**config.mk**
```make
export PLATFORM = sky130hd
export DESIGN_NAME = ppu_vram_arbiter
export DESIGN_NICKNAME = d
export VERILOG_FILES = /design/src/rtl/ppu_pkg.sv /design/src/rtl/ppu_vram_arbiter.sv
export SDC_FILE = /design/constraint.sdc
export NUM_CORES = 1
export LEC_CHECK = 0
export ABC_CLOCK_PERIOD_IN_PS = 6600
export BUFFER_PORTS_ARGS = -buffer_cell sky130_fd_sc_hd__buf_4
export CORE_ASPECT_RATIO = 1.4
export CORE_MARGIN = 2
export CORE_UTILIZATION = 30
export DETAILED_ROUTE_END_ITERATION = 8
export GPL_ROUTABILITY_DRIVEN = 1
export HOLD_SLACK_MARGIN = 0.05
export PLACE_DENSITY = 0.46
export SYNTH_ARGS = -nofsm -noshare
export SYNTH_HDL_FRONTEND = slang
export SYNTH_SLANG_ARGS = --single-unit
export TNS_END_PERCENT = 50
```
**constraint.sdc**
```tcl
create_clock -name clk_in -period 6.6 [get_ports clk_in]
set_input_delay 0.66 -clock clk_in [delete_from_list [all_inputs] [get_ports clk_in]]
set_output_delay 0.66 -clock clk_in [all_outputs]
set_load 0.005 [all_outputs]
```
**src/rtl/ppu_pkg.sv**
```systemverilog
// Shared PPU definitions: LCD mode encoding, VRAM window and the VRAM arbiter's
// state and requester encodings.
package ppu_pkg;

  typedef enum logic [1:0] {
    HBLANK   = 2'd0,
    VBLANK   = 2'd1,
    OAM_SCAN = 2'd2,
    DRAWING  = 2'd3
  } ppu_mode_t;

  localparam logic [15:0] VRAM_BASE = 16'h8000;
  localparam logic [15:0] VRAM_END  = 16'h9FFF;

  typedef enum logic [1:0] {
    ARB_IDLE  = 2'd0,
    ARB_READ  = 2'd1,
    ARB_WRITE = 2'd2
  } arb_state_t;

  typedef enum logic [1:0] {
    SRC_BG  = 2'd0,
    SRC_SPR = 2'd1,
    SRC_CPU = 2'd2
  } req_src_t;

endpackage

```
**src/rtl/ppu_vram_arbiter.sv**
```systemverilog
// Single-port VRAM arbiter for the background fetcher, sprite fetcher and CPU,
// enforcing the mode-3 lockout rules with one access in flight at a time.
module ppu_vram_arbiter #(
  parameter logic [15:0] VRAM_BASE    = ppu_pkg::VRAM_BASE,
  parameter int          VRAM_DEPTH   = 8192,
  parameter int          READ_LATENCY = 2
) (
  input  logic                          clk_in,
  input  logic                          rst_in,
  input  logic [1:0]                    ppu_mode_in,
  input  logic [15:0]                   bg_addr_in,
  input  logic                          bg_addr_valid_in,
  input  logic                          bg_busy_in,
  output logic [7:0]                    bg_data_out,
  output logic                          bg_data_valid_out,
  input  logic [15:0]                   spr_addr_in,
  input  logic                          spr_addr_valid_in,
  output logic [7:0]                    spr_data_out,
  output logic                          spr_data_valid_out,
  input  logic [15:0]                   cpu_addr_in,
  input  logic                          cpu_req_in,
  input  logic                          cpu_we_in,
  input  logic [7:0]                    cpu_wdata_in,
  output logic [7:0]                    cpu_rdata_out,
  output logic                          cpu_done_out,
  output logic [$clog2(VRAM_DEPTH)-1:0] vram_addr_out,
  output logic                          vram_we_out,
  output logic [7:0]                    vram_wdata_out,
  input  logic [7:0]                    vram_rdata_in
);
  import ppu_pkg::*;

  localparam int AW = $clog2(VRAM_DEPTH);
  localparam int CW = (READ_LATENCY < 1) ? 1 : $clog2(READ_LATENCY + 1);
  localparam logic [CW-1:0] CNT_CAPTURE = CW'(READ_LATENCY - 1);
  localparam logic [CW-1:0] CNT_LAST    = CW'(READ_LATENCY);

  function automatic logic in_vram(input logic [15:0] a);
    return (int'(a) >= int'(VRAM_BASE)) && (int'(a) < int'(VRAM_BASE) + VRAM_DEPTH);
  endfunction

  function automatic logic [AW-1:0] vram_offset(input logic [15:0] a);
    return AW'(a - VRAM_BASE);
  endfunction

  arb_state_t    state;
  req_src_t      gnt;
  logic [CW-1:0] cnt;
  logic [15:0]   acc_addr;
  logic [1:0]    mode_reg;

  // Requests are registered so every requester is arbitrated one edge after it is seen.
  logic          bg_req_reg, spr_req_reg;
  logic [15:0]   bg_addr_reg, spr_addr_reg;
  logic [15:0]   bg_held, spr_held;

  logic          cpu_pend, cpu_blk, cpu_we_reg;
  logic [15:0]   cpu_addr_reg;
  logic [7:0]    cpu_wdata_reg;

  logic drawing, bg_srv, spr_srv;
  logic bg_pend, spr_pend, bg_imm, spr_imm, bg_cand, spr_cand;
  logic cpu_imm, cpu_cand;
  logic grant_bg, grant_spr, grant_cpu;

  always_comb begin
    drawing  = (mode_reg == DRAWING);
    bg_srv   = (state != ARB_IDLE) && (gnt == SRC_BG);
    spr_srv  = (state != ARB_IDLE) && (gnt == SRC_SPR);
    // A result already held for the same address satisfies the request.
    bg_pend  = bg_req_reg && !(bg_data_valid_out && bg_held == bg_addr_reg) && !bg_srv;
    spr_pend = spr_req_reg && !(spr_data_valid_out && spr_held == spr_addr_reg) && !spr_srv;
    bg_imm   = bg_pend && (!drawing || !in_vram(bg_addr_reg));
    spr_imm  = spr_pend && (!drawing || !in_vram(spr_addr_reg));
    bg_cand  = bg_pend && !bg_imm;
    spr_cand = spr_pend && !spr_imm;
    cpu_imm  = cpu_pend && cpu_blk;
    cpu_cand = cpu_pend && !cpu_blk && !drawing;

    grant_bg  = 1'b0;
    grant_spr = 1'b0;
    grant_cpu = 1'b0;
    if (state == ARB_IDLE) begin
      if (drawing) begin
        if (bg_busy_in) begin
          grant_bg  = bg_cand;
          grant_spr = !bg_cand && spr_cand;
        end else begin
          grant_spr = spr_cand;
          grant_bg  = !spr_cand && bg_cand;
        end
      end else begin
        grant_cpu = cpu_cand;
      end
    end
  end

  always_ff @(posedge clk_in or posedge rst_in) begin
    if (rst_in) begin
      state              <= ARB_IDLE;
      gnt                <= SRC_BG;
      cnt                <= '0;
      acc_addr           <= '0;
      mode_reg           <= '0;
      bg_req_reg         <= 1'b0;
      spr_req_reg        <= 1'b0;
      bg_addr_reg        <= '0;
      spr_addr_reg       <= '0;
      bg_held            <= '0;
      spr_held           <= '0;
      cpu_pend           <= 1'b0;
      cpu_blk            <= 1'b0;
      cpu_we_reg         <= 1'b0;
      cpu_addr_reg       <= '0;
      cpu_wdata_reg      <= '0;
      bg_data_out        <= '0;
      bg_data_valid_out  <= 1'b0;
      spr_data_out       <= '0;
      spr_data_valid_out <= 1'b0;
      cpu_rdata_out      <= '0;
      cpu_done_out       <= 1'b0;
      vram_addr_out      <= '0;
      vram_we_out        <= 1'b0;
      vram_wdata_out     <= '0;
    end else begin
      mode_reg     <= ppu_mode_in;
      bg_req_reg   <= bg_addr_valid_in;
      bg_addr_reg  <= bg_addr_in;
      spr_req_reg  <= spr_addr_valid_in;
      spr_addr_reg <= spr_addr_in;
      cpu_done_out <= 1'b0;
      vram_we_out  <= 1'b0;

      // Release a held result on withdrawal or when the fetcher moves to a new address.
      if (!bg_addr_valid_in || bg_addr_in != bg_held)
        bg_data_valid_out <= 1'b0;
      if (!spr_addr_valid_in || spr_addr_in != spr_held)
        spr_data_valid_out <= 1'b0;

      if (bg_imm) begin
        bg_data_out       <= 8'hFF;
        bg_data_valid_out <= 1'b1;
        bg_held           <= bg_addr_reg;
      end
      if (spr_imm) begin
        spr_data_out       <= 8'hFF;
        spr_data_valid_out <= 1'b1;
        spr_held           <= spr_addr_reg;
      end

      // Lockout is decided from the mode at the moment the CPU asks.
      if (cpu_req_in && !cpu_pend) begin
        cpu_pend      <= 1'b1;
        cpu_blk       <= (ppu_mode_in == DRAWING) || !in_vram(cpu_addr_in);
        cpu_we_reg    <= cpu_we_in;
        cpu_addr_reg  <= cpu_addr_in;
        cpu_wdata_reg <= cpu_wdata_in;
      end
      if (cpu_imm) begin
        cpu_rdata_out <= 8'hFF;
        cpu_done_out  <= 1'b1;
        cpu_pend      <= 1'b0;
      end

      case (state)
        ARB_IDLE: begin
          if (grant_bg || grant_spr) begin
            state         <= ARB_READ;
            cnt           <= '0;
            gnt           <= grant_bg ? SRC_BG : SRC_SPR;
            acc_addr      <= grant_bg ? bg_addr_reg : spr_addr_reg;
            vram_addr_out <= vram_offset(grant_bg ? bg_addr_reg : spr_addr_reg);
          end else if (grant_cpu) begin
            gnt           <= SRC_CPU;
            vram_addr_out <= vram_offset(cpu_addr_reg);
            if (cpu_we_reg) begin
              state          <= ARB_WRITE;
              vram_we_out    <= 1'b1;
              vram_wdata_out <= cpu_wdata_reg;
            end else begin
              state <= ARB_READ;
              cnt   <= '0;
            end
          end
        end
        ARB_READ: begin
          // Data is captured one count before the FSM returns to Idle.
          if (cnt == CNT_LAST) begin
            state <= ARB_IDLE;
          end else begin
            cnt <= cnt + 1'b1;
            if (cnt == CNT_CAPTURE) begin
              case (gnt)
                SRC_BG: begin
                  bg_data_out       <= vram_rdata_in;
                  bg_data_valid_out <= 1'b1;
                  bg_held           <= acc_addr;
                end
                SRC_SPR: begin
                  spr_data_out       <= vram_rdata_in;
                  spr_data_valid_out <= 1'b1;
                  spr_held           <= acc_addr;
                end
                default: begin
                  cpu_rdata_out <= vram_rdata_in;
                  cpu_done_out  <= 1'b1;
                  cpu_pend      <= 1'b0;
                end
              endcase
            end
          end
        end
        ARB_WRITE: begin
          state        <= ARB_IDLE;
          cpu_done_out <= 1'b1;
          cpu_pend     <= 1'b0;
        end
        default: state <= ARB_IDLE;
      endcase
    end
  end

endmodule

```
# Word level (Yosys, flattened, before mapping)
# Index checks and enable logic that the tools add are counted.
dict set report word_totals {
  elab_cells 180
  input_bits 73
  register_bits 163
}
dict set report classes {
  reduce_logical 54
  bitwise 1
  order_cmp 6
  addsub 3
  mux 76
  n_eq_ne 15
}
# cell count
set ops {}
lappend ops {{16-bit 2-to-1 mux} 11}
lappend ops {{8-bit 2-to-1 mux} 15}
lappend ops {{16-bit >= comparator, second input constant} 3}
lappend ops {{16-bit < comparator, second input constant} 3}
lappend ops {{1-bit 2-to-1 mux} 34}
lappend ops {{16-bit == test} 2}
lappend ops {{16-bit != test} 2}
lappend ops {{13-bit 2-to-1 mux} 2}
lappend ops {{13-bit by 1-bit subtractor with 13-bit output, second input constant} 2}
lappend ops {{1-bit logical AND} 21}
lappend ops {{2-bit 2-to-1 mux} 10}
lappend ops {{1-bit zero test} 16}
lappend ops {{2-bit == test, second input constant} 4}
lappend ops {{2-bit one-hot mux with 2 select lines} 2}
lappend ops {{4-bit AND reduction} 2}
lappend ops {{2-bit by 1-bit == test with 1-bit output, second input constant} 3}
lappend ops {{1-bit logical OR} 6}
lappend ops {{3-bit by 2-bit != test with 1-bit output, second input constant} 2}
lappend ops {{2-bit AND reduction} 3}
lappend ops {{2-bit nonzero test} 3}
lappend ops {{2-bit zero test} 2}
lappend ops {{2-bit != test, second input constant} 2}
lappend ops {{1-bit one-hot mux with 2 select lines} 2}
lappend ops {{2-bit by 1-bit adder with 2-bit output, second input constant} 1}
lappend ops {{2 further kinds} 2}

# Longest topological paths before layout
# Gate-level depths: netlist of run 1.
dict set report depth {
  ltp_word 16
  ltp_mapped 12
}

# Worst setup path after synthesis of run 1
# No wires, ideal clock.
dict set report synth_timing {
  path_kind {register -> register}
  from {reg state[1]}
  to {reg acc_addr[12]}
  required_ns 6.459
  period_less_slack_ns 2.227
  n_path_buf 2
  path_stages_with_launch 12
  setup_slack_ns 4.373
  t_arrival_ns 2.085
  path_cell_list {dfrtp_1 > inv_1 > ha_1 > buf_2 > nor2_1 > nand2_1 > nand2_1 > o21bai_4 > o31ai_4 > buf_2 > mux2i_1 > a31oi_1}
}
dict set report synth_between {
  elab_chain_cells 14
  elab_cells_between_ends 27
  classes_between {mux: 7; reduce/logical: 20}
}
# item line
set synth_lines {}
lappend synth_lines {{from (decl)} ppu_vram_arbiter.sv:46} ;# arb_state_t state;
lappend synth_lines {{from (signal assigned)} ppu_vram_arbiter.sv:100} ;# state <= ARB_IDLE;
lappend synth_lines {{from (signal assigned)} ppu_vram_arbiter.sv:168} ;# state <= ARB_READ;
lappend synth_lines {{from (signal assigned)} ppu_vram_arbiter.sv:177} ;# state <= ARB_WRITE;
lappend synth_lines {{2-bit nonzero test} {ppu_vram_arbiter.sv:68, ppu_vram_arbiter.sv:69}}
lappend synth_lines {{1-bit logical AND, on equally long branches} {ppu_vram_arbiter.sv:69, ppu_vram_arbiter.sv:68}}
lappend synth_lines {{1-bit zero test, on equally long branches} {ppu_vram_arbiter.sv:72, ppu_vram_arbiter.sv:71}}
lappend synth_lines {{1-bit logical AND, on equally long branches} {ppu_vram_arbiter.sv:72, ppu_vram_arbiter.sv:71}}
lappend synth_lines {{1-bit logical AND, on equally long branches} {ppu_vram_arbiter.sv:74, ppu_vram_arbiter.sv:73}}
lappend synth_lines {{1-bit zero test, on equally long branches} {ppu_vram_arbiter.sv:76, ppu_vram_arbiter.sv:75}}
lappend synth_lines {{1-bit logical AND, on equally long branches} {ppu_vram_arbiter.sv:76, ppu_vram_arbiter.sv:75}}
lappend synth_lines {{1-bit zero test, on equally long branches} {ppu_vram_arbiter.sv:90, ppu_vram_arbiter.sv:87}}
lappend synth_lines {{1-bit logical AND, on equally long branches} {ppu_vram_arbiter.sv:90, ppu_vram_arbiter.sv:87}}
lappend synth_lines {{1-bit 2-to-1 mux} ppu_vram_arbiter.sv:85} ;# if (bg_busy_in) begin
lappend synth_lines {{1-bit 2-to-1 mux} ppu_vram_arbiter.sv:84} ;# if (drawing) begin
lappend synth_lines {{1-bit 2-to-1 mux} ppu_vram_arbiter.sv:83} ;# if (state == ARB_IDLE) begin
lappend synth_lines {{1-bit logical OR} ppu_vram_arbiter.sv:167} ;# if (grant_bg || grant_spr) begin
lappend synth_lines {{2-bit AND reduction (no source line)} n/a}
lappend synth_lines {{to (signal assigned)} ppu_vram_arbiter.sv:171} ;# acc_addr <= grant_bg ? bg_addr_reg : spr_addr_reg;
lappend synth_lines {{to (decl)} ppu_vram_arbiter.sv:49} ;# logic [15:0] acc_addr;
# Parallel ways exist; a longest one is shown, timed or not.
# A chain may end at the register's enable or synchronous reset.

# Worst setup path in the final report of run 1
dict set report layout_timing {
  from {reg state[1]}
  to {reg acc_addr[8]}
}
# Same word-level chain as after synthesis.

==> impl_metrics.ini, run 1 <==
[outcome]
status = finished clean

[timing]
finClkSkew_ns = 0.0113
max_slew_margin = 0.255
setup_viol = 0
finalHoldViolations = 0
maxClockFrequency_ghz = 0.331
totalNegativeSetupSlack_ns = 0
setup_repair_after_global_routing_missed_its_margin = no
fin_crit_sh = 0.457
setup_slack_ns = 3.58
worst_slew_pin_slew_ns = 1.12
timing_max_transition_violations_final = 0
timing.final.crit_period_ns = 3.02
worst_hold_slack_ns = 0.347

[placed_design]
place_worst_setup_slack_ns = 3.54
io_buffers = 121
detailed_place_hpwl_um = 14000
routabilityCongestion = 0.783
place.detailed.instances = 1032

[final_layout]
final_layout_size_suffix_gt1_frac = 0.257
final-instance-count-excl-fill = 1064
antenna_cells = 0
areaGrowthSynthToFinish_pct = 24.7
multiInputGateArea_sq_mm = 0.00294
filler_cell_count = 2424
layout.nets = 819
final-seq-area_sq_mm = 0.00408
share_of_the_core_filled_with_cells = 0.379

[global_route]
grt_pass1_vias = 5491
grt_usage = 0.159
wire_length_of_the_first_global_routing_pass_um = 30600
antenna_found_initial = 0
global_route.overflow_total = 0
grt_start_max_net_pins = 103

[logic_synthesis]
yosys_warnings = 0
synth_fp_nets = 705
synth.avg_cell_area_sq_um = 11.6
synthesis.instances = 627
mappedNetlistArea_sq_mm = 0.00726
netlist.area_leader.share = 0.562
synth.top_cells.by_area = sky130_fd_sc_hd__dfrtp_1 56%, sky130_fd_sc_hd__mux2i_1 9.4%, sky130_fd_sc_hd__xnor2_1 5.4%
distinct_cell_type_count_after_synthesis = 41
sequential_fraction_of_the_synthesis_area = 0.562
ys_ff_latch = 163
yosys.area.top_type = sky130_fd_sc_hd__dfrtp_1

[clock_tree]
clock_latency_on_the_worst_skew_pair_ns = 0.43
clockRootBuffer = sky130_fd_sc_hd__clkbuf_16
holdBufCountCts = 0
ctsHtreeMaxLevel = 4
post_cts_resized = 0
clock_path_buffers = 2
cts.reportedPaths.clkPinSlew_ns = 0.07
cts.repair_timing.setup_buffer_count = 0
cts_made_buffers = 17
tritoncts = done
tritoncts_num_sinks = 163

[power]
vdd_drop_max_mv = 0.188
power.static_leakage_nw = 4.11
p_per_area_mw_per_mm2 = 381

[critical_path]
endpoint_kind = register
cp_data_required_time_ns = 6.89
worst-setup-path-type = register to register
arrival_ns = 3.30
critical_path.startpoint_type = register
crit_path_max_fanout = 37

[worst_hold_path]
worst_hold_path_type = primary input to register

[route]
vias_per_cell = 4.74
detailedRoute.firstPassIterationCount = 4
wire_per_inst_um = 18.2
drt-total-wl_um = 19400
num_vias = 5040
drtAntennaViolNets = 0
drcViolationCount = 0
detail_route.iter0.violations = 287

[floorplan]
core.rowCount = 67
placeableCoreArea_sq_mm = 0.0239
die_h_um = 188
ios = 122
initial_core_util = 0.304
dieArea_sq_mm = 0.0255
die-width_um = 135

[job]
cap_violations = 0
-- worst max-delay path, stage by stage, from the launching register on --
cell	delay, ns
sky130_fd_sc_hd__dfrtp_1	0.41
sky130_fd_sc_hd__inv_1	0.09
sky130_fd_sc_hd__ha_1	0.14
sky130_fd_sc_hd__buf_4	0.40
sky130_fd_sc_hd__nor2_1	0.07
sky130_fd_sc_hd__nand2_1	0.09
sky130_fd_sc_hd__nand2_1	0.07
sky130_fd_sc_hd__o21bai_4	0.20
sky130_fd_sc_hd__o31ai_4	0.89
sky130_fd_sc_hd__mux2i_1	0.39
sky130_fd_sc_hd__a31oi_1	0.12
-- logic make-up (layout without fill, tap and decap cells) --
logic type / after synthesis / count (layout) / share of synthesized area
muxes: 98 / 98 / 0.140
buffers and inverters: 51 / 178 / 0.0334
and+or+nand+nor: 135 / 135 / 0.0862
xor gates and xnor gates: 64 / 64 / 0.0772
AOI/OAI and AO/OA: 111 / 111 / 0.0921
DFF: 163 / 163 / 0.562
adders and majority gates: 5 / 5 / 0.00862
-- layout by cell type, fill, tap and decap left out, types with 2 or more instances in the layout --
cell type,synthesis,layout
sky130_fd_sc_hd__a21oi_1,43,43
sky130_fd_sc_hd__a22oi_1,4,4
sky130_fd_sc_hd__a2bb2oi_1,2,2
sky130_fd_sc_hd__a31oi_1,22,22
sky130_fd_sc_hd__and2_1,5,5
sky130_fd_sc_hd__buf_4,1,127
sky130_fd_sc_hd__bufinv_16,0,4
sky130_fd_sc_hd__clkbuf_1,21,3
sky130_fd_sc_hd__clkbuf_16,0,17
sky130_fd_sc_hd__clkinvlp_4,0,5
sky130_fd_sc_hd__dfrtp_1,163,163
sky130_fd_sc_hd__ha_1,5,5
sky130_fd_sc_hd__inv_1,19,18
sky130_fd_sc_hd__inv_6,0,3
sky130_fd_sc_hd__mux2_2,30,30
sky130_fd_sc_hd__mux2i_1,68,68
sky130_fd_sc_hd__nand2_1,36,36
sky130_fd_sc_hd__nand2b_1,5,5
sky130_fd_sc_hd__nand3_1,7,7
sky130_fd_sc_hd__nand4_1,11,11
sky130_fd_sc_hd__nor2_1,55,55
sky130_fd_sc_hd__nor2b_1,3,2
sky130_fd_sc_hd__nor3_1,2,2
sky130_fd_sc_hd__nor4_1,7,7
sky130_fd_sc_hd__o21ai_0,28,28
sky130_fd_sc_hd__o31ai_1,2,2
sky130_fd_sc_hd__xnor2_1,45,45
sky130_fd_sc_hd__xor2_1,19,19
-- layout make-up --
type | count | area share
multi-input combinational | 413 | 0.325
clock inverter | 12 | 0.0199
tap | 310 | 0.0428
inverter | 19 | 0.00843
timing repair buffer | 127 | 0.105
sequential | 163 | 0.451
clock buffer | 20 | 0.0482
-- through the flow --
step                cell area, sq um  power, mW
finish                          9050       3.45
global route                    9050       3.67
CTS                             9050       3.50
detailed placement              8440       2.43
global placement                8440       2.42
floorplan                       7260       2.03
-- cells in the mapped netlist --
cell type                   count
sky130_fd_sc_hd__o31ai_4        1
sky130_fd_sc_hd__nand4_1       11
sky130_fd_sc_hd__dfrtp_1      163
sky130_fd_sc_hd__o22ai_1        1
sky130_fd_sc_hd__nor2_1        55
sky130_fd_sc_hd__a22oi_1        4
sky130_fd_sc_hd__o21ai_1        1
sky130_fd_sc_hd__ha_1           5
sky130_fd_sc_hd__a31oi_1       22
sky130_fd_sc_hd__nor4_1         7
sky130_fd_sc_hd__o21bai_4       1
sky130_fd_sc_hd__nor4b_1        1
sky130_fd_sc_hd__xnor2_1       45
sky130_fd_sc_hd__o31ai_1        2
sky130_fd_sc_hd__a2bb2oi_1      2
sky130_fd_sc_hd__nand2_8        1
sky130_fd_sc_hd__nor2b_1        3
sky130_fd_sc_hd__and4b_1        1
sky130_fd_sc_hd__a21oi_2        1
sky130_fd_sc_hd__nand2b_1       5
sky130_fd_sc_hd__clkbuf_1      21
sky130_fd_sc_hd__or3_1          1
sky130_fd_sc_hd__o21a_1         1
sky130_fd_sc_hd__a2111oi_0      1
sky130_fd_sc_hd__o22a_1         1
sky130_fd_sc_hd__mux2_2        30
sky130_fd_sc_hd__o21ai_0       28
sky130_fd_sc_hd__nand2_1       36
sky130_fd_sc_hd__buf_2          5
sky130_fd_sc_hd__xor2_1        19
sky130_fd_sc_hd__buf_8          1
sky130_fd_sc_hd__nand3_1        7
sky130_fd_sc_hd__o21bai_1       1
sky130_fd_sc_hd__buf_4          1
sky130_fd_sc_hd__and2_1         5
sky130_fd_sc_hd__buf_6          4
sky130_fd_sc_hd__a21oi_1       43
sky130_fd_sc_hd__mux2i_1       68
sky130_fd_sc_hd__inv_1         19
sky130_fd_sc_hd__a2bb2o_4       1
sky130_fd_sc_hd__nor3_1         2
-- routing by layer --
layer	share of wire	global-route usage	up-vias
met5	0	0	-
met4	0.016	0.0525	0
li1	-	-	2409
met3	0.033	0.0305	17
met1	0.45	0.202	2513
met2	0.51	0.271	101
-- power by group --
group / total (mW) / switching (mW) / internal [mW]
combinational: 0.890 / 0.418 / 0.473
clock: 1.06 / 0.422 / 0.635
sequential: 1.50 / 0.228 / 1.28
-- path summary, 6_finish.rpt --
check,cells past startpoint,endpoint,slack [ns],startpoint
min in group asynchronous,2,vram_wdata_out[3]$_DFFE_PP0P_,0.44,rst_in
max in group asynchronous,3,spr_held[1]$_DFF_PP0_,4.82,rst_in
worst min register to register,2,cpu_blk$_DFFE_PP0P_,0.50,cpu_blk$_DFFE_PP0P_
worst min-delay path,1,spr_addr_reg[14]$_DFF_PP0_,0.35,spr_addr_in[14]
worst max-delay path,10,acc_addr[8]$_DFFE_PP0P_,3.58,state[1]$_DFFE_PP0P_
worst max register to register,10,acc_addr[8]$_DFFE_PP0P_,3.58,state[1]$_DFFE_PP0P_
Note: power is estimated with default switching activity, not from simulation.
==> inputs of run 2 (changes only) <==
ABC_AREA = 1   (was unset)
ABC_CLOCK_PERIOD_IN_PS = 2850   (was 6600)
clock period = 2.85 ns   (was 6.6 ns; I/O delays follow)
==> impl_metrics.ini, run 2 <==
[clock_tree]
clock_latency_on_the_worst_skew_pair_ns = 0.44
tritoncts_num_sinks = 163
clockRootBuffer = sky130_fd_sc_hd__clkbuf_16
cts_made_buffers = 17
cts.repair_timing.setup_buffer_count = 0
cts.reportedPaths.clkPinSlew_ns = 0.07
clock_path_buffers = 2
ctsHtreeMaxLevel = 4
tritoncts = done

[critical_path]
critical_path.reg2reg.startpoint = mode_reg[1]$_DFF_PP0_
slowest_stage = sky130_fd_sc_hd__nor4_2
arrival_ns = 2.85
crit_path_max_incr_delay_ns = 0.51
critPathMostFrequentCell = sky130_fd_sc_hd__nand2_1
cp_cell_sequence = nand2_1 > nor4_2 > nand3_2 > nor2_4 > nand2_2 > nand2_1 > nand3_1 > a21oi_1
worst-setup-path-type = register to register
endpoint_kind = register
regToRegEndpoint = vram_addr_out[7]$_DFFE_PP0P_
r2r_setup_slack_ns = 0.35
r2r_cells = 8
crit_path_max_fanout = 14
cp_data_required_time_ns = 3.20
critical_path.startpoint_type = register
critical-path-top-delay-family = simple AND/OR/NAND/NOR gates
critical_path.n_buffers_inverters = 0

[placed_design]
placement.cell_area_sq_mm = 0.00876
detailed_place_hpwl_um = 17300
routabilityCongestion = 0.815
io_buffers = 121

[timing]
fin_crit_sh = 0.876
setup_viol = 0
max_slew_margin = 0.523
worst_slew_pin_slew_ns = 0.715
totalNegativeSetupSlack_ns = 0
setup_repair_after_global_routing_missed_its_margin = no
finClkSkew_ns = 0.0153
timing_max_transition_violations_final = 0
timing.final.crit_period_ns = 2.50
finalHoldViolations = 0
maxClockFrequency_ghz = 0.401
worst_hold_slack_ns = 0.0656

[floorplan]
initial_core_util = 0.304
ios = 122
placeableCoreArea_sq_mm = 0.0246
core.rowCount = 68
dieArea_sq_mm = 0.0262
die_h_um = 191
die-width_um = 137

[global_route]
grt_start_max_net_pins = 46
grt_pass1_vias = 6533
wire_length_of_the_first_global_routing_pass_um = 36900
grt_usage = 0.189
antenna_found_initial = 0
global_route.overflow_total = 0

[logic_synthesis]
yosys_warnings = 0
synth_enable_flop_cells = 0
synth.avg_cell_area_sq_um = 8.78
synth-main-ff-cell = sky130_fd_sc_hd__dfrtp_1
sequential_fraction_of_the_synthesis_area = 0.545
synth_common_cells = 191 x sky130_fd_sc_hd__nand2_1, 163 x sky130_fd_sc_hd__dfrtp_1, 114 x sky130_fd_sc_hd__inv_1
asyncSetResetFlopFracSynth = 1.00
distinct_cell_type_count_after_synthesis = 45
ys_ff_latch = 163
synth.top_cells.by_area = sky130_fd_sc_hd__dfrtp_1 55%, sky130_fd_sc_hd__nand2_1 9.6%, sky130_fd_sc_hd__inv_1 5.7%
synth_fp_nets = 930
mappedNetlistArea_sq_mm = 0.00748
synthesis.instances = 852
netlist.area_leader.share = 0.545
yosys.area.top_type = sky130_fd_sc_hd__dfrtp_1
synth.most_common_cell = sky130_fd_sc_hd__nand2_1

[worst_hold_path]
whs_path_depth = 3
worstHoldEndpoint = cpu_addr_reg[11]$_DFFE_PP0P_
hold_start = cpu_addr_in[11]
worst_hold_path_type = primary input to register

[route]
detail_route.iter0.violations = 275
drtAntennaViolNets = 0
wire_per_inst_um = 17.4
drcViolationCount = 0
num_vias = 6315
detailedRoute.firstPassIterationCount = 4
vias_per_cell = 4.64
drt-total-wl_um = 23600

[final_layout]
antenna_cells = 0
post-route-cell-area_sq_mm = 0.00988
areaGrowthSynthToFinish_pct = 32.1
final_layout_size_suffix_gt1_frac = 0.196
filler_cell_count = 2550
mostFrequentLayoutCell = sky130_fd_sc_hd__nand2_1
final-seq-area_sq_mm = 0.00408
multiInputGateArea_sq_mm = 0.00278
layout.nets = 1110
layout_common_cells = 191 x sky130_fd_sc_hd__nand2_1, 163 x sky130_fd_sc_hd__dfrtp_1, 135 x sky130_fd_sc_hd__buf_4, 113 x sky130_fd_sc_hd__inv_1, 82 x sky130_fd_sc_hd__nor2_1

[power]
vdd_drop_max_mv = 0.435
power.static_leakage_nw = 4.70
post-layout-total-power_mw = 8.08
p_per_area_mw_per_mm2 = 818

[outcome]
status = finished clean

[job]
cap_violations = 0
## run 2: cell count changes in the layout (fill, tap and decap cells not counted), moves of 31 or more
cell | before | now
sky130_fd_sc_hd__nand3_1 | 7 | 38
sky130_fd_sc_hd__nand2_1 | 36 | 191
sky130_fd_sc_hd__o22ai_1 | 1 | 49
sky130_fd_sc_hd__mux2i_1 | 68 | 0
sky130_fd_sc_hd__inv_1 | 18 | 113
sky130_fd_sc_hd__dlygate4sd3_1 | 0 | 54
sky130_fd_sc_hd__xnor2_1 | 45 | 8
## run 2: routing by layer
metal	GRT usage	wire, um
met1	0.222	9660
met2	0.333	12500
met3	0.0388	864
met4	0.0726	663
met5	0	0
## run 2: power by group
| group | switching, mW | total (mW) | internal (mW) |
|---|---|---|---|
| clock | 1.06 | 2.30 | 1.24 |
| sequential | 0.435 | 3.40 | 2.97 |
| combinational | 1.38 | 2.38 | 1.00 |
| total | 2.88 | 8.08 | 5.21 |
## run 2: logic make-up (layout without fill, tap and decap cells)
kind of cell	after synthesis	count (layout)	share of synthesized area
muxes	8	8	0.0120
adders and majority gates	5	5	0.00836
and+or+nand+nor	356	356	0.209
AOI/OAI and AO/OA	154	154	0.124
buffers and inverters	151	344	0.0835
xor gates and xnor gates	15	15	0.0176
DFF	163	163	0.545
## run 2: area by class of cell
| cell class | count | share of cell area |
|---|---|---|
| multi-input combinational | 538 | 0.281 |
| inverter | 121 | 0.0464 |
| sequential | 163 | 0.413 |
| timing repair buffer | 191 | 0.161 |
| clock buffer | 18 | 0.0434 |
| tap | 315 | 0.0399 |
| clock inverter | 14 | 0.0147 |
## run 2: worst max path at each step
| stage | start | endpoint | depth (start not counted) |
|---|---|---|---|
| 2_1_floorplan | rst_in | acc_addr[0]$_DFFE_PP0P_ | 1 |
| 3_3_place_gp | state[0]$_DFFE_PP0P_ | spr_held[14]$_DFF_PP0_ | 13 |
| 3_5_place_dp | spr_held[2]$_DFF_PP0_ | spr_held[14]$_DFF_PP0_ | 11 |
| 4_1_cts | spr_addr_reg[15]$_DFF_PP0_ | spr_held[14]$_DFF_PP0_ | 13 |
| 5_1_grt | bg_addr_reg[1]$_DFF_PP0_ | bg_data_out[5]$_DFF_PP0_ | 13 |
| 6_report | mode_reg[1]$_DFF_PP0_ | vram_addr_out[7]$_DFFE_PP0P_ | 8 |
## run 2: metrics by stage
step	util	worst slack, ns	instances
floorplan	-	0.494	852
global placement	0.356	0.132	1274
detailed placement	0.356	0.0955	1274
CTS	0.402	0.0831	1360
global route	0.402	0.0459	1360
finish	0.402	0.354	1360
## run 2: what timing repair did
item,CTS,global route
hold buffers,54,0
endpoints found under the setup margin,0,11
gates resized for setup,0,1
hold endpoints to repair,70,0
## run 2: worst min-delay path, stage by stage
cell,delay (ns)
sky130_fd_sc_hd__buf_4,0.08
sky130_fd_sc_hd__nand2_1,0.05
sky130_fd_sc_hd__nand2_1,0.05
==> inputs of run 3 (changes only) <==
==> constraint.sdc (replaced) <==
create_clock -name clk_in -period 2.85 [get_ports clk_in]
set_input_delay 0.1425 -clock clk_in [delete_from_list [all_inputs] [get_ports clk_in]]
set_output_delay 0.1425 -clock clk_in [all_outputs]
set_load 0.005 [all_outputs]
==> impl_metrics.ini, run 3 (same netlist as run 2, synthesis figures left out) <==
[critical_path]
slowest_stage = sky130_fd_sc_hd__nand2_2
critical_path.startpoint_type = register
crit_path_max_fanout = 29
cp_data_required_time_ns = 3.20
critPathMostFrequentCell = sky130_fd_sc_hd__nand3_1
worst-setup-path-type = register to register
crit_path_max_incr_delay_ns = 0.57
endpoint_kind = register
arrival_ns = 2.90
cp_cell_sequence = or2_0 > nand3_1 > nor2_1 > nand3_1 > nand2_1 > inv_2 > nand3_4 > nand2_2 > nand3_1 > a21oi_1

[placed_design]
place.detailed.instances = 1273
routabilityCongestion = 0.805
detailed_place_hpwl_um = 16900
io_buffers = 121
placement.cell_area_sq_mm = 0.00875

[clock_tree]
clockRootBuffer = sky130_fd_sc_hd__clkbuf_16
clock_path_buffers = 2
cts_made_buffers = 17
tritoncts_num_sinks = 163
cts.reportedPaths.clkPinSlew_ns = 0.07
clock_latency_on_the_worst_skew_pair_ns = 0.43
cts.repair_timing.setup_buffer_count = 0
tritoncts = done
ctsHtreeMaxLevel = 4

[final_layout]
layout_common_cells = 191 x sky130_fd_sc_hd__nand2_1, 163 x sky130_fd_sc_hd__dfrtp_1, 134 x sky130_fd_sc_hd__buf_4, 113 x sky130_fd_sc_hd__inv_1, 82 x sky130_fd_sc_hd__nor2_1
final-instance-count-excl-fill = 1374
layout.nets = 1124
post-route-cell-area_sq_mm = 0.0100
antenna_cells = 0
final_layout_size_suffix_gt1_frac = 0.193
areaGrowthSynthToFinish_pct = 33.9
mostFrequentLayoutCell = sky130_fd_sc_hd__nand2_1
share_of_the_core_filled_with_cells = 0.407

[power]
power.static_leakage_nw = 4.75
vdd_drop_max_mv = 0.404
p_per_area_mw_per_mm2 = 803

[timing]
setup_repair_after_global_routing_missed_its_margin = no
maxClockFrequency_ghz = 0.393
timing_max_transition_violations_final = 0
timing.final.crit_period_ns = 2.54
totalNegativeSetupSlack_ns = 0
max_slew_margin = 0.516
finalHoldViolations = 0
fin_crit_sh = 0.893
worst_slew_pin_slew_ns = 0.726
setup_viol = 0
finClkSkew_ns = 0.0108

[global_route]
grt_usage = 0.188
wire_length_of_the_first_global_routing_pass_um = 37100
antenna_found_initial = 0
grt_start_max_net_pins = 86
global_route.overflow_total = 0
grt_pass1_vias = 6680

[route]
vias_per_cell = 4.75
detailedRoute.firstPassIterationCount = 5
drt-total-wl_um = 23400
num_vias = 6523
wire_per_inst_um = 17.0
drtAntennaViolNets = 0
drcViolationCount = 0
detail_route.iter0.violations = 372

[floorplan]
initial_core_util = 0.304
core.rowCount = 68
dieArea_sq_mm = 0.0262
placeableCoreArea_sq_mm = 0.0246
ios = 122
die_h_um = 191
die-width_um = 137

[outcome]
status = finished clean

[job]
cap_violations = 0

[worst_hold_path]
worst_hold_path_type = primary input to register
## run 3: changes by cell type in the layout (fill, tap and decap cells not counted)
| cell | change |
|---|---|
| sky130_fd_sc_hd__dlygate4sd3_1 | +15 |
| sky130_fd_sc_hd__inv_8 | +2 |
| sky130_fd_sc_hd__clkinv_8 | +1 |
| sky130_fd_sc_hd__bufinv_16 | -1 |
| sky130_fd_sc_hd__clkinv_2 | -1 |
| sky130_fd_sc_hd__buf_4 | -1 |
| sky130_fd_sc_hd__clkinv_4 | -1 |
## run 3: critical path, delay by kind of cell, from the launching register on
kind                   cells  cell delay (ns)
AND/OR/NAND/NOR            8             1.71
buffers and inverters      1             0.11
flip-flops                 1             0.42
AO/OA/AOI/OAI              1             0.21
## run 3: layout make-up
type	instances	area, sq um
tap	315	394
multi-input combinational	538	2780
fill	2503	14600
clock buffer	18	429
timing repair buffer	205	1740
clock inverter	14	140
sequential	163	4080
inverter	121	458
## run 3: layer usage
layer / wire [um] / global-route usage
met5: 0 / 0
met1: 9810 / 0.231
met3: 782 / 0.0308
met2: 12100 / 0.324
met4: 712 / 0.0757
## run 3: power by group
part | total, mW | internal, mW | switching (mW)
logic | 2.38 | 1.02 | 1.36
clock network | 2.27 | 1.17 | 1.10
registers | 3.40 | 2.97 | 0.430
## run 3: repair_timing
| item | 4_1_cts | 5_1_grt |
|---|---|---|
| gates resized for setup | 0 | 1 |
| endpoints found under the hold margin | 247 | 0 |
| hold buffers | 69 | 0 |
| setup endpoints to repair | 0 | 23 |
## run 3: through the flow
stage          total power [mW]  hold slack [ns]  setup slack (ns)
2_1_floorplan              4.70            0.174             0.637
6_report                   8.04            0.114             0.306
3_5_place_dp               5.77            0.266            0.0547
5_1_grt                    8.62            0.119            0.0489
4_1_cts                    8.15            0.107            0.0419
3_3_place_gp               5.75            0.264             0.135
## run 3: worst paths after layout
check,from,endpoint,slack [ns],cells past startpoint
setup / recovery,spr_held[12]$_DFF_PP0_,vram_addr_out[8]$_DFFE_PP0P_,0.31,10
hold / removal,bg_busy_in,gnt[0]$_DFFE_PP0P_,0.11,4
setup reg to reg,spr_held[12]$_DFF_PP0_,vram_addr_out[8]$_DFFE_PP0P_,0.31,10
hold reg to reg,cpu_wdata_reg[5]$_DFFE_PP0P_,cpu_wdata_reg[5]$_DFFE_PP0P_,0.48,2
max in group asynchronous,rst_in,spr_addr_reg[5]$_DFF_PP0_,2.02,4
min in group asynchronous,rst_in,cpu_addr_reg[1]$_DFFE_PP0P_,0.42,4
